### src/rtl/ps2_rx_ctrl_if.sv
// Bus between the PS/2 frame controller and its host: debounced PS/2 lines in,
// scan-code FIFO head and sticky error flags out.
interface ps2_rx_ctrl_if;
  logic       ps2_clk_i;
  logic       ps2_data_i;
  logic       rd_i;
  logic       clr_err_i;
  logic [7:0] data_o;
  logic       valid_o;
  logic       parity_err_o;
  logic       frame_err_o;
  logic       overflow_o;

  modport slave (
    input  ps2_clk_i, ps2_data_i, rd_i, clr_err_i,
    output data_o, valid_o, parity_err_o, frame_err_o, overflow_o
  );

  modport master (
    output ps2_clk_i, ps2_data_i, rd_i, clr_err_i,
    input  data_o, valid_o, parity_err_o, frame_err_o, overflow_o
  );
endinterface

### src/rtl/ps2_rx_ctrl.sv
// PS/2 device-to-host frame receiver: falling-edge sampling of 11-bit frames,
// odd-parity/stop checking, show-ahead scan-code FIFO and sticky error flags.
module ps2_rx_ctrl #(
  parameter int unsigned TIMEOUT_CYCLES = 10000,
  parameter int unsigned FIFO_DEPTH     = 4
) (
  input  logic          clk_i,
  input  logic          rst_i,
  ps2_rx_ctrl_if.slave  bus
);

  localparam int unsigned TW = (TIMEOUT_CYCLES > 2) ? $clog2(TIMEOUT_CYCLES) : 1;
  localparam int unsigned PW = (FIFO_DEPTH > 1) ? $clog2(FIFO_DEPTH) : 1;
  localparam int unsigned CW = PW + 1;
  localparam logic [TW-1:0] TMO_MAX = TW'(TIMEOUT_CYCLES - 1);
  localparam logic [CW-1:0] FULL_CNT = CW'(FIFO_DEPTH);

  typedef enum logic [1:0] {IDLE, DATA, PARITY, STOP} state_e;

  state_e        state_q;
  logic          clk_q;
  logic [2:0]    bitcnt_q;
  logic [7:0]    shift_q;
  logic          par_q;
  logic [TW-1:0] tmo_q;
  logic          perr_q;
  logic          ferr_q;
  logic          ovf_q;

  logic [7:0]    mem_q [FIFO_DEPTH];
  logic [PW-1:0] rptr_q;
  logic [PW-1:0] wptr_q;
  logic [CW-1:0] cnt_q;

  logic fall;
  logic par_ok;
  logic push;
  logic pop;
  logic full;
  logic wr;

  always_comb begin
    fall   = clk_q & ~bus.ps2_clk_i;
    par_ok = ^{shift_q, par_q};
    push   = (state_q == STOP) & fall & bus.ps2_data_i & par_ok;
    pop    = bus.rd_i & (cnt_q != '0);
    full   = (cnt_q == FULL_CNT);
    // A pop in the same cycle frees the slot a full-FIFO push needs.
    wr     = push & (~full | pop);
  end

  always_ff @(posedge clk_i or negedge rst_i) begin
    if (!rst_i) begin
      state_q  <= IDLE;
      clk_q    <= 1'b1;
      bitcnt_q <= '0;
      shift_q  <= '0;
      par_q    <= 1'b0;
      tmo_q    <= '0;
      perr_q   <= 1'b0;
      ferr_q   <= 1'b0;
    end else begin
      clk_q <= bus.ps2_clk_i;
      if (bus.clr_err_i) begin
        perr_q <= 1'b0;
        ferr_q <= 1'b0;
      end
      if (state_q == IDLE) begin
        if (fall && !bus.ps2_data_i) begin
          state_q  <= DATA;
          bitcnt_q <= '0;
          tmo_q    <= '0;
        end
      end else if (fall) begin
        tmo_q <= '0;
        case (state_q)
          DATA: begin
            shift_q  <= {bus.ps2_data_i, shift_q[7:1]};
            bitcnt_q <= bitcnt_q + 3'd1;
            if (bitcnt_q == 3'd7) state_q <= PARITY;
          end
          PARITY: begin
            par_q   <= bus.ps2_data_i;
            state_q <= STOP;
          end
          default: begin
            state_q <= IDLE;
            if (!par_ok)          perr_q <= 1'b1;
            if (!bus.ps2_data_i)  ferr_q <= 1'b1;
          end
        endcase
      end else if (tmo_q == TMO_MAX) begin
        state_q <= IDLE;
        ferr_q  <= 1'b1;
        tmo_q   <= '0;
        shift_q <= '0;
      end else begin
        tmo_q <= tmo_q + TW'(1);
      end
    end
  end

  always_ff @(posedge clk_i or negedge rst_i) begin
    if (!rst_i) begin
      for (int unsigned i = 0; i < FIFO_DEPTH; i++) mem_q[i] <= '0;
      rptr_q <= '0;
      wptr_q <= '0;
      cnt_q  <= '0;
      ovf_q  <= 1'b0;
    end else begin
      if (bus.clr_err_i) ovf_q <= 1'b0;
      if (wr) begin
        mem_q[wptr_q] <= shift_q;
        wptr_q        <= wptr_q + PW'(1);
      end else if (push) begin
        ovf_q <= 1'b1;
      end
      if (pop) rptr_q <= rptr_q + PW'(1);
      case ({wr, pop})
        2'b10:   cnt_q <= cnt_q + CW'(1);
        2'b01:   cnt_q <= cnt_q - CW'(1);
        default: cnt_q <= cnt_q;
      endcase
    end
  end

  assign bus.data_o       = mem_q[rptr_q];
  assign bus.valid_o      = (cnt_q != '0);
  assign bus.parity_err_o = perr_q;
  assign bus.frame_err_o  = ferr_q;
  assign bus.overflow_o   = ovf_q;

endmodule

### src/flat_wrapper.sv
// flat-port wrapper written by rule: the top's interface ports become plain ports
module ps2_rx_ctrl_flat 
#(
  parameter int unsigned TIMEOUT_CYCLES = 10000,
  parameter int unsigned FIFO_DEPTH     = 4
)
  (clk_i, rst_i, bus_ps2_clk_i, bus_ps2_data_i, bus_rd_i, bus_clr_err_i, bus_data_o, bus_valid_o, bus_parity_err_o, bus_frame_err_o, bus_overflow_o);
  ps2_rx_ctrl_if bus_i ();
  input  logic clk_i;
  input  logic rst_i;
  input wire logic [$bits(bus_i.ps2_clk_i)-1:0] bus_ps2_clk_i;
  input wire logic [$bits(bus_i.ps2_data_i)-1:0] bus_ps2_data_i;
  input wire logic [$bits(bus_i.rd_i)-1:0] bus_rd_i;
  input wire logic [$bits(bus_i.clr_err_i)-1:0] bus_clr_err_i;
  output wire logic [$bits(bus_i.data_o)-1:0] bus_data_o;
  output wire logic [$bits(bus_i.valid_o)-1:0] bus_valid_o;
  output wire logic [$bits(bus_i.parity_err_o)-1:0] bus_parity_err_o;
  output wire logic [$bits(bus_i.frame_err_o)-1:0] bus_frame_err_o;
  output wire logic [$bits(bus_i.overflow_o)-1:0] bus_overflow_o;
  assign bus_i.ps2_clk_i = bus_ps2_clk_i;
  assign bus_i.ps2_data_i = bus_ps2_data_i;
  assign bus_i.rd_i = bus_rd_i;
  assign bus_i.clr_err_i = bus_clr_err_i;
  assign bus_data_o = bus_i.data_o;
  assign bus_valid_o = bus_i.valid_o;
  assign bus_parity_err_o = bus_i.parity_err_o;
  assign bus_frame_err_o = bus_i.frame_err_o;
  assign bus_overflow_o = bus_i.overflow_o;
  ps2_rx_ctrl #(.TIMEOUT_CYCLES(TIMEOUT_CYCLES), .FIFO_DEPTH(FIFO_DEPTH)) u_core (.clk_i(clk_i), .rst_i(rst_i), .bus(bus_i));
endmodule
### config.mk
export PLATFORM = sky130hd
export DESIGN_NAME = ps2_rx_ctrl_flat
export DESIGN_NICKNAME = d
export VERILOG_FILES = /design/src/rtl/ps2_rx_ctrl_if.sv /design/src/rtl/ps2_rx_ctrl.sv /design/src/flat_wrapper.sv
export SDC_FILE = /design/constraint.sdc
export NUM_CORES = 1
export LEC_CHECK = 0
export CAP_MARGIN = 20
export CORE_UTILIZATION = 39
export CTS_BUF_LIST = sky130_fd_sc_hd__clkbuf_8 sky130_fd_sc_hd__clkbuf_16
export DETAILED_ROUTE_END_ITERATION = 6
export PLACE_DENSITY = 0.62
export SETUP_SLACK_MARGIN = 0.2
export SYNTH_ARGS = -nofsm -noshare
export SYNTH_HDL_FRONTEND = slang
export SYNTH_SLANG_ARGS = --single-unit
### constraint.sdc
create_clock -name clk_i -period 3.02 [get_ports clk_i]
set_input_delay 0.604 -clock clk_i [delete_from_list [all_inputs] [get_ports clk_i]]
set_output_delay 0.604 -clock clk_i [all_outputs]
set_load 0.005 [all_outputs]
* After elaboration in Yosys (flattened, before gate mapping)
Index checks and enable logic that the tools add are counted.
** Operators by class
- $add $sub $neg :: 6
- Magnitude comparators :: 3
- Equality and inequality tests :: 11
- Multiplexer cells :: 38
- Bitwise gates (word level) :: 12
- Reductions and logical operators :: 16
** Operator list (number)
- two-way mux 14 bit :: 4
- two-way mux 8 bit :: 6
- bitwise mux 32 bit :: 1
- binary-select mux 8 bit (select 2 bit) :: 1
- demux 8 bit (select 2 bit) :: 1
- adder 14 x 1 -> 14 bit (second input constant) :: 1
- equality test 14 bit (second input constant) :: 1
- two-way mux 1 bit :: 14
- two-way mux 3 bit :: 4
- AND reduction 3 bit :: 4
- two-way mux 2 bit :: 5
- parity 9 bit :: 1
- nonzero test 2 bit :: 4
- adder 3 x 1 -> 3 bit (second input constant) :: 2
- bitwise AND 1 bit :: 6
- equality test 2 bit (second input constant) :: 3
- equality test 3 bit (second input constant) :: 2
- greater-or-equal comparator 3 bit (second input constant) :: 2
- NOT 2 -> 3 bit :: 2
- case mux 3 bit (2 select lines) :: 1
- nonzero test 3 bit :: 2
- adder 2 x 1 -> 2 bit (second input constant) :: 2
- equality test 2 x 1 -> 1 bit (second input constant) :: 2
- inequality test 2 bit (second input constant) :: 2
- 10 further kinds :: 13
** Word-level totals
- Flip-flop bits (word level) :: 71
- Bits of input ports :: 6
- Output and inout port bits :: 12
- Word-level logic and storage cells :: 102

* Longest topological paths before layout
Gate-level depths: netlist (run 1).
- Word-level depth :: 8
- Mapped depth :: 11
- Depth with buffers taken out :: 10

* Least setup slack after synthesis (run 1)
No wires, ideal clock.
- Kind :: input -> register
- Start point :: in bus_rd_i
- End point :: reg u_core.cnt_q[2]
- Setup time :: 0.079 ns
- Arrival time :: 2.519 ns
- Required time :: 2.941 ns
- Slack :: 0.422 ns
- Stages on the path :: 10
- Path buffers :: 1
- Path through :: or4b_1 > clkbuf_1 > nand3_1 > mux2_2 > ha_1 > inv_1 > fa_1 > xor2_1 > nor2_1 > xor2_1
** On the way
- Longest elaborated chain between the ends :: 5
- Elaborated cells between the ends (all ways) :: 7
- Those cells by class :: eq/ne (2); mux (1); bitwise (3); reduce/logical (1)
** RTL lines
- from (decl) :: line flat_wrapper.sv:13 : input wire logic [$bits(bus_i.rd_i)-1:0] bus_rd_i;
- bitwise AND 1 bit * :: line ps2_rx_ctrl.sv:46 : pop = bus.rd_i & (cnt_q != '0);
- OR 1 bit :: line ps2_rx_ctrl.sv:49 : wr = push & (~full | pop);
- bitwise AND 1 bit :: line ps2_rx_ctrl.sv:49
- equality test 2 x 1 -> 1 bit or equality test 2 bit (tied branches) :: line ps2_rx_ctrl.sv:119 : case ({wr, pop})
- case mux 3 bit (2 select lines) or nonzero test 2 bit (tied branches)
- to (signal assigned) :: line ps2_rx_ctrl.sv:120 : 2'b10: cnt_q <= cnt_q + CW'(1);
- to (signal assigned) :: line ps2_rx_ctrl.sv:121 : 2'b01: cnt_q <= cnt_q - CW'(1);
- to (signal assigned) :: line ps2_rx_ctrl.sv:122 : default: cnt_q <= cnt_q;
- to (decl) :: line ps2_rx_ctrl.sv:33 : logic [CW-1:0] cnt_q;
Every way passes the cells marked *; elsewhere a longest branch is shown, timed or not.
A chain may end at the register's enable or synchronous reset.

* Worst setup path in the final report (run 1)
- Start point :: reg u_core.rptr_q[0]
- End point :: out bus_data_o[2]
** On the way
- Longest elaborated chain between the ends :: 4
** RTL lines
- from (decl) :: line ps2_rx_ctrl.sv:31 : logic [PW-1:0] rptr_q;
- from (signal assigned) :: line ps2_rx_ctrl.sv:118 : if (pop) rptr_q <= rptr_q + PW'(1);
- NOT 2 -> 3 bit (implied by the code) :: line ps2_rx_ctrl.sv:127 : assign bus.data_o = mem_q[rptr_q];
- binary-select mux 8 bit (select 2 bit) :: line ps2_rx_ctrl.sv:127
- two-way mux 8 bit (implied by the code) (2 in series) :: line ps2_rx_ctrl.sv:127
- to (decl) :: line flat_wrapper.sv:15 : output wire logic [$bits(bus_i.data_o)-1:0] bus_data_o;
Every way passes these cells. The select of a mux whose other input is x is not followed.

==> results.md, run 1 <==
* Status: complete, no violations
* CTS resizes at 0
* Max-cap violation count at 0
* Max_slew headroom at between 30% and 40%
* I/O Pins at 18
* Delay-heaviest family, CP: flip-flops
* Pre-Repair DR Iteration Count at 7
* Worst path slowest cell: dfrtp_1
* Sequential element share of the synthesized area at 45.4%
* DR DRC count at 0
* Synth area leader: dfrtp_1
* DR vias/cell at between 5 and 6
* Post-Synthesis Cell Area at a little under 4000 um^2
* Layout cell share with drive strength beyond 1 at a little under a quarter
* Post-synth ARST share at 100%
* Diode count at 0
* Post-CTS Setup Bufs at 0
* Global-route wire length before repair at around 13000 um
* Root buf cell: clkbuf_8
* Skew-Pair Late Insertion Delay at around 0.35 ns
* Area contributors post-synth: dfrtp_1, mux2_4, mux4_2, ha_1, o21ai_0
* Vias in the first global route at about 2500
* Wire per inst at roughly 16 um
* Layout Cells excl Fill at between 400 and 500
* Critical path required time at 2.42 ns
* Max-slew violations at 0
* Post-placement cell count at about 470
* Yosys top cell area share at 44.8%
* Least-Margin Pin Slew at approximately 0.90 ns
* Clock slew at reported path FFs at about 0.080 ns
* Crit Path Class: reg2out
* CP arrival at around 2.1 ns
* Synthesis Warnings at 0
* RSZ-0062 raised after global routing: no
* CP max stage delay at around 0.69 ns
* Minimum clock period at approximately 2.7 ns
* # fillers at approximately 930
* Gate Count Post-Synth at 320
* Fmax at around 370 MHz
* Core Rows at 36
* Sink Count at 71
* Power Total at a little over 4 mW
* Synth cell types at between 50 and 60
* Largest net degree at the start of global routing at just over 70
* Crit path capture type: output port
* Initial antenna violation count at 0
* Peak supply drop at between 0.5 and 0.6 mV
* # H-tree levels at 3
* Final WL at between 7000 and 8000 um
* P&R area growth vs syn at 15.0%
* Dpl hpwl at 5090 um
* Initial Utilization at 40.2%
* GPL Wtd Cong at 0.771
* Final #Nets at 363
* Top_reg_cell synth: dfrtp_1
* Total track usage at roughly 16%
* Core area at approximately 10000 um^2
* Vias at 2595
* CTS max path bufs at 2
* Die Y at a little over 100 um
* Synthesized Nets at 340
* Pwr/cell area at 911 nW/um^2
* Post-route ant nets at 0
* Leak pwr at approximately 2 nW
* Flops & latches, synth at roughly 70
* Final hold vios at 0
* Hold-fix buffer count after cts at 0
* Cell Chain, Critical Path: mux4_2 -> clkdlybuf4s50_1
* Clk_skew at approximately 0.015 ns
* TritonCTS buffer count at 9
* I/O Buffers at 17
* TritonCTS clock tree: done
* Final TNS setup at 0 ns
* Fin util at ~46%
* Die width at around 100 um
* CP Max Fanout at 9
* Post-synth EDFFs at 0
* Hold WC Path Type: in2async
* Fin crit share at 88.7%
* DR iter-0 viols at between 200 and 250
* Setup crit start kind: register
* Crit path buf inv count at 1
* Total global routing overflow at 0
* DIE AREA at 10400 um^2
* Setup Viol. Count Final at 0
* Syn Area/Cell at about 12 um^2
-- logic make-up after synthesis --
group | after synthesis | synth area share, %
multiplexers | 49 | 20.6
AND/OR/NAND/NOR | 81 | 11.3
adder cells (fa/ha/maj) | 14 | 4.67
XOR/XNOR | 13 | 4.22
flip-flops | 71 | 45.4
buffers and inverters | 33 | 3.52
AO/OA/AOI/OAI | 59 | 10.3
-- Yosys cell counts, types with 2 or more instances --
| library cell | n |
|---|---|
| nand2_1 | 24 |
| nand3_1 | 7 |
| mux2_4 | 32 |
| o2bb2ai_1 | 2 |
| or4_1 | 3 |
| mux4_2 | 8 |
| nand2b_1 | 4 |
| xor2_1 | 4 |
| a31oi_1 | 7 |
| and2_1 | 2 |
| a22o_1 | 3 |
| clkbuf_1 | 16 |
| ha_1 | 13 |
| mux2i_1 | 2 |
| a22oi_1 | 8 |
| and3_1 | 4 |
| nor3_1 | 2 |
| mux2_2 | 2 |
| o21bai_1 | 2 |
| a32o_1 | 2 |
| nand4_1 | 12 |
| nor2b_1 | 4 |
| nor4_1 | 5 |
| dfrtp_1 | 70 |
| nor2_1 | 5 |
| o31ai_1 | 5 |
| inv_1 | 12 |
| and4_1 | 2 |
| or3_1 | 4 |
| mux2i_4 | 4 |
| o21ai_0 | 18 |
| xnor2_1 | 5 |
| a21oi_1 | 3 |
-- per-stage QoR --
stage,cell area [um^2],hold slack [ns],worst slack (ns)
6_report,4500,0.472,0.340
5_1_grt,4500,0.511,0.200
4_1_cts,4500,0.499,0.273
3_5_place_dp,4270,0.478,0.0544
3_3_place_gp,4270,0.468,0.117
2_1_floorplan,3910,0.308,0.422
-- metal layers --
layer / share of wire [%] / track usage (%) / vias up
li1: - / - / 1233
met1: 50 / 24.6 / 1309
met2: 46 / 23.0 / 45
met3: 2.8 / 3.90 / 8
met4: 1.1 / 4.62 / 0
met5: 0 / 0 / -
-- final cells by class --
cell class                      count  area (um^2)  share of cell area (%)
Multi-Input combinational cell    216         2000                    44.4
Sequential cell                    71         1780                    39.5
Timing Repair Buffer               33          285                    6.34
Tap cell                          133          166                    3.70
Clock buffer                        9          124                    2.75
Clock inverter                      7          104                    2.31
Inverter                           12         45.0                    1.00
-- flip-flops by register name (all words and copies together) (netlist names) --
signal,flops
u_core.shift_q,8
u_core.par_q,1
u_core.state_q,2
u_core.bitcnt_q,3
u_core.bus.frame_err_o,1
u_core.bus.overflow_o,1
u_core.tmo_q,14
u_core.bus.parity_err_o,1
u_core.rptr_q,2
u_core.wptr_q,2
u_core.mem_q,32
u_core.clk_q,1
u_core.cnt_q,3
-- where the power goes --
group / total, mW / switching [mW] / internal [mW]
registers: 1.50 / 0.320 / 1.18
clock network: 0.869 / 0.394 / 0.475
logic: 1.73 / 0.785 / 0.946
-- worst paths after layout --
kind                       cells past startpoint  slack [ns]                to              start
setup / recovery                               2        0.34     bus_data_o[2]   u_core.rptr_q[0]
hold / removal                                 2        0.47   u_core.tmo_q[4]              rst_i
setup reg to reg                               9        0.44   u_core.cnt_q[2]  u_core.shift_q[1]
hold reg to reg                                1        0.50   u_core.cnt_q[2]    u_core.cnt_q[2]
max in group asynchronous                      2        1.97  u_core.mem_q[17]              rst_i
min in group clk_i                             1        0.50   u_core.cnt_q[2]    u_core.cnt_q[2]
-- worst register-to-register path, cell delays in order (launching register included) --
cell,delay (ns)
dfrtp_1,0.51
xor2_1,0.18
xnor3_2,0.48
mux2_2,0.28
ha_1,0.19
inv_1,0.06
fa_1,0.37
xor2_1,0.15
nor2_1,0.12
xor2_1,0.16
-- cells in the final DEF (no fill, tap or decap), types with 4 or more instances in the layout --
cell type,count
buf_4,16
nand3_1,7
mux4_2,8
nand4_1,12
nand2b_1,4
mux2i_4,4
a31oi_1,7
o31ai_1,5
nor2b_1,4
nor2_1,5
xor2_1,4
nand2_1,24
ha_1,13
dfrtp_1,70
nor4_1,5
clkbuf_8,9
a22oi_1,8
clkdlybuf4s50_1,16
mux2_4,32
or3_1,4
and3_1,4
xnor2_1,5
inv_1,12
o21ai_0,18
Note: power is estimated with default switching activity, not from simulation.
==> run 2, diff against run 1 <==
CORE_UTILIZATION = 41   (was 39)
PLACE_DENSITY = 0.64   (was 0.62)
==> run 2 against run 1 <==
  * Sequential share of layout area rose by 0.27 points
  * Clock power about the same
  * First-iteration DRC count increased by 4.3%
  * Clock skew shrank 0.0027 ns
  * Setup slack better by 0.085 ns
  * Register-to-register slack improved by 0.02 ns
  * Global-route usage up 1.4 points
  * Die area shrank 4.8%
  * Combinational power is essentially flat
  * Non-clock buffer count shrank 3
  * Critical endpoint unchanged
  * Largest cell class unchanged
  * Highest routed layer unchanged
==> results.md, run 2 (synthesized netlist as in run 1, its figures left out) <==
* Final hold slack at 0.459 ns (-0.0132 ns)
* Core Rows at 35 (-2.8%)
* CP max stage delay at 0.59 ns (-0.10 ns)
* Most common cell after layout, fill and taps aside: dfrtp_1
* Clk_skew at 0.0128 ns (-0.00265 ns)
* Hold WC Path Type: in2async
* Final WL at 7760 um (+2.3%)
* # H-tree levels at 3 (unchanged)
* GPL Wtd Cong at 0.787 (+2.1%)
* Wl on met1 at 3740 um (-2.1%)
* CP Max Fanout at 10 (+1)
* RSZ-0062 raised after global routing: no
* Layout cell share with drive strength beyond 1 at 23.5% (-0.37 points)
* DR DRC count at 0 (unchanged)
* Skew-Pair Late Insertion Delay at 0.35 ns (about the same)
* Die width at 99.7 um (-2.4%)
* Largest net degree at the start of global routing at 72 (unchanged)
* Setup crit start kind: register
* Wire per inst at 16.4 um (+3.8%)
* Peak supply drop at 0.683 mV (+28%)
* Total track usage at 17.7% (+1.4 points)
* Core area at 9240 um^2 (-5.0%)
* Worst r2r path cells at 9 (unchanged)
* TritonCTS clock tree: done
* CTS max path bufs at 2 (unchanged)
* Most flops, register: u_core.mem_q
* Cell Chain, Critical Path: mux4_2 -> clkdlybuf4s50_1
* Vias in the first global route at 2676 (+5.8%)
* Vias at 2548 (-1.8%)
* Pwr/cell area at 917 nW/um^2 (+0.61%)
* DR top layer: met4
* Global-route wire length before repair at 13500 um (+3.7%)
* Critical R2R Capture: u_core.cnt_q[2]
* CP arrival at 1.99 ns (-0.09 ns)
* Fmax at 385 MHz (+3.3%)
* Setup Viol. Count Final at 0 (unchanged)
* Dpl hpwl at 5180 um (+1.8%)
* Post-route design area at 4470 um^2 (-0.61%)
* Final hold vios at 0 (unchanged)
* Worst path slowest cell: dfrtp_2
* Post-route ant nets at 0 (unchanged)
* Crit Path Class: reg2out
* Leak pwr at 1.96 nW (-1.0%)
* Root buf cell: clkbuf_8
* I/O Pins at 18 (unchanged)
* Initial Utilization at 42.3% (+2.1 points)
* Fin crit share at 85.9% (-2.8 points)
* Status: complete, no violations
* P&R area growth vs syn at 14.3%
* Sink Count at 71 (unchanged)
* Max_slew headroom at 39.3% (-0.40 points)
* I/O Buffers at 17 (unchanged)
* Routed wl met2 at 3650 um (+5.0%)
* Least-Margin Pin Slew at 0.911 ns (+0.00595 ns)
* Setup crit start: u_core.rptr_q[0]
* Minimum clock period at 2.59 ns (-0.0847 ns)
* TritonCTS buffer count at 9 (unchanged)
* Pre-Repair DR Iteration Count at 5 (-2)
* Multi-input logic area at 2000 um^2 (unchanged)
* Commonest non-fill, non-tap cells in the layout: dfrtp_1, mux2_4, nand2_1
* Critical path required time at 2.42 ns (about the same)
* Register Area at 1780 um^2 (about the same)
* DIE AREA at 9940 um^2 (-4.8%)
* Die Y at 99.7 um (-2.4%)
* Max-slew violations at 0 (unchanged)
* Final #Nets at 360 (-0.83%)
* Diode count at 0 (unchanged)
* Total global routing overflow at 0 (unchanged)
* Largest registers in the final layout: u_core.mem_q x32, u_core.tmo_q x14, u_core.shift_q x8
* # fillers at 835 (-9.8%)
* Final TNS setup at 0 ns (unchanged)
* Placed Area at 4240 um^2 (-0.64%)
* Wire length on met3 at 273 um (+30%)
* Post-placement cell count at 458 (-1.5%)
* Clock slew at reported path FFs at 0.09 ns (about the same)
* DR vias/cell at 5.38 (-0.36%)
* Crit path capture type: output port
* DR iter-0 viols at 217 (+4.3%)
* Initial antenna violation count at 0 (unchanged)
* RR Startpoint: u_core.shift_q[1]
* Max reg flops at 32 (unchanged)
* Max-cap violation count at 0 (unchanged)
* Power Total at 4.10 mW (about the same)
* R2R Setup Slk at 0.46 ns (+0.02 ns)
* Layout Cells excl Fill at 474 (-1.5%)
## run 2: changes by cell type in the layout (fill, tap and decap cells not counted)
cell / before / now
buf_4: 16 / 13
clkinv_4: 3 / 2
clkinvlp_4: 0 / 1
dfrtp_1: 70 / 69
dfrtp_2: 0 / 1
## run 2: timing repair
action	in CTS	in global routing
hold buffers	0	0
buffers inserted	0	0
setup endpoints to repair	1	0
gates resized for setup	1	0
## run 2: final cells by class
class / instances / share of cell area, %
flip-flops and latches: 71 / 39.8
clock inverters: 7 / 2.29
repair buffers: 30 / 5.88
multi-input cells: 216 / 44.7
inverters: 12 / 1.01
clock buffers: 9 / 2.77
well taps: 129 / 3.61
## run 2: layer usage
layer,track usage [%],vias up
met5,0,-
met4,5.77,0
met3,3.94,9
met2,28.6,41
met1,23.6,1269
li1,-,1229
## run 2: how the worst max path moves through the flow
| stage | depth (start not counted) | end |
|---|---|---|
| global route | 9 | u_core.cnt_q[2] |
| global placement | 10 | u_core.cnt_q[2] |
| CTS | 2 | bus_data_o[2] |
| floorplan | 10 | u_core.cnt_q[2] |
| finish | 2 | bus_data_o[2] |
| detailed placement | 10 | u_core.cnt_q[2] |
## run 2: where the power goes
group / total, mW / internal [mW] / leakage (nW) / switching, mW
logic: 1.71 / 0.936 / 0.933 / 0.778
registers: 1.52 / 1.18 / 0.917 / 0.335
clock network: 0.870 / 0.473 / 0.110 / 0.396
total: 4.10 / 2.59 / 1.96 / 1.51
## run 2: stage by stage
step                      worst slack (ns)  utilization (%)
after floorplan                      0.422                -
after global placement               0.117             45.9
after detailed placement            0.0661             45.9
after CTS                            0.404             48.4
after global routing                 0.277             48.4
final                                0.425             48.4
## run 2: critical path: cells and delay by family (launching register included)
family / cells / cell delay, ns
buffers and inverters: 1 / 0.46
DFF: 1 / 0.59
muxes: 1 / 0.58
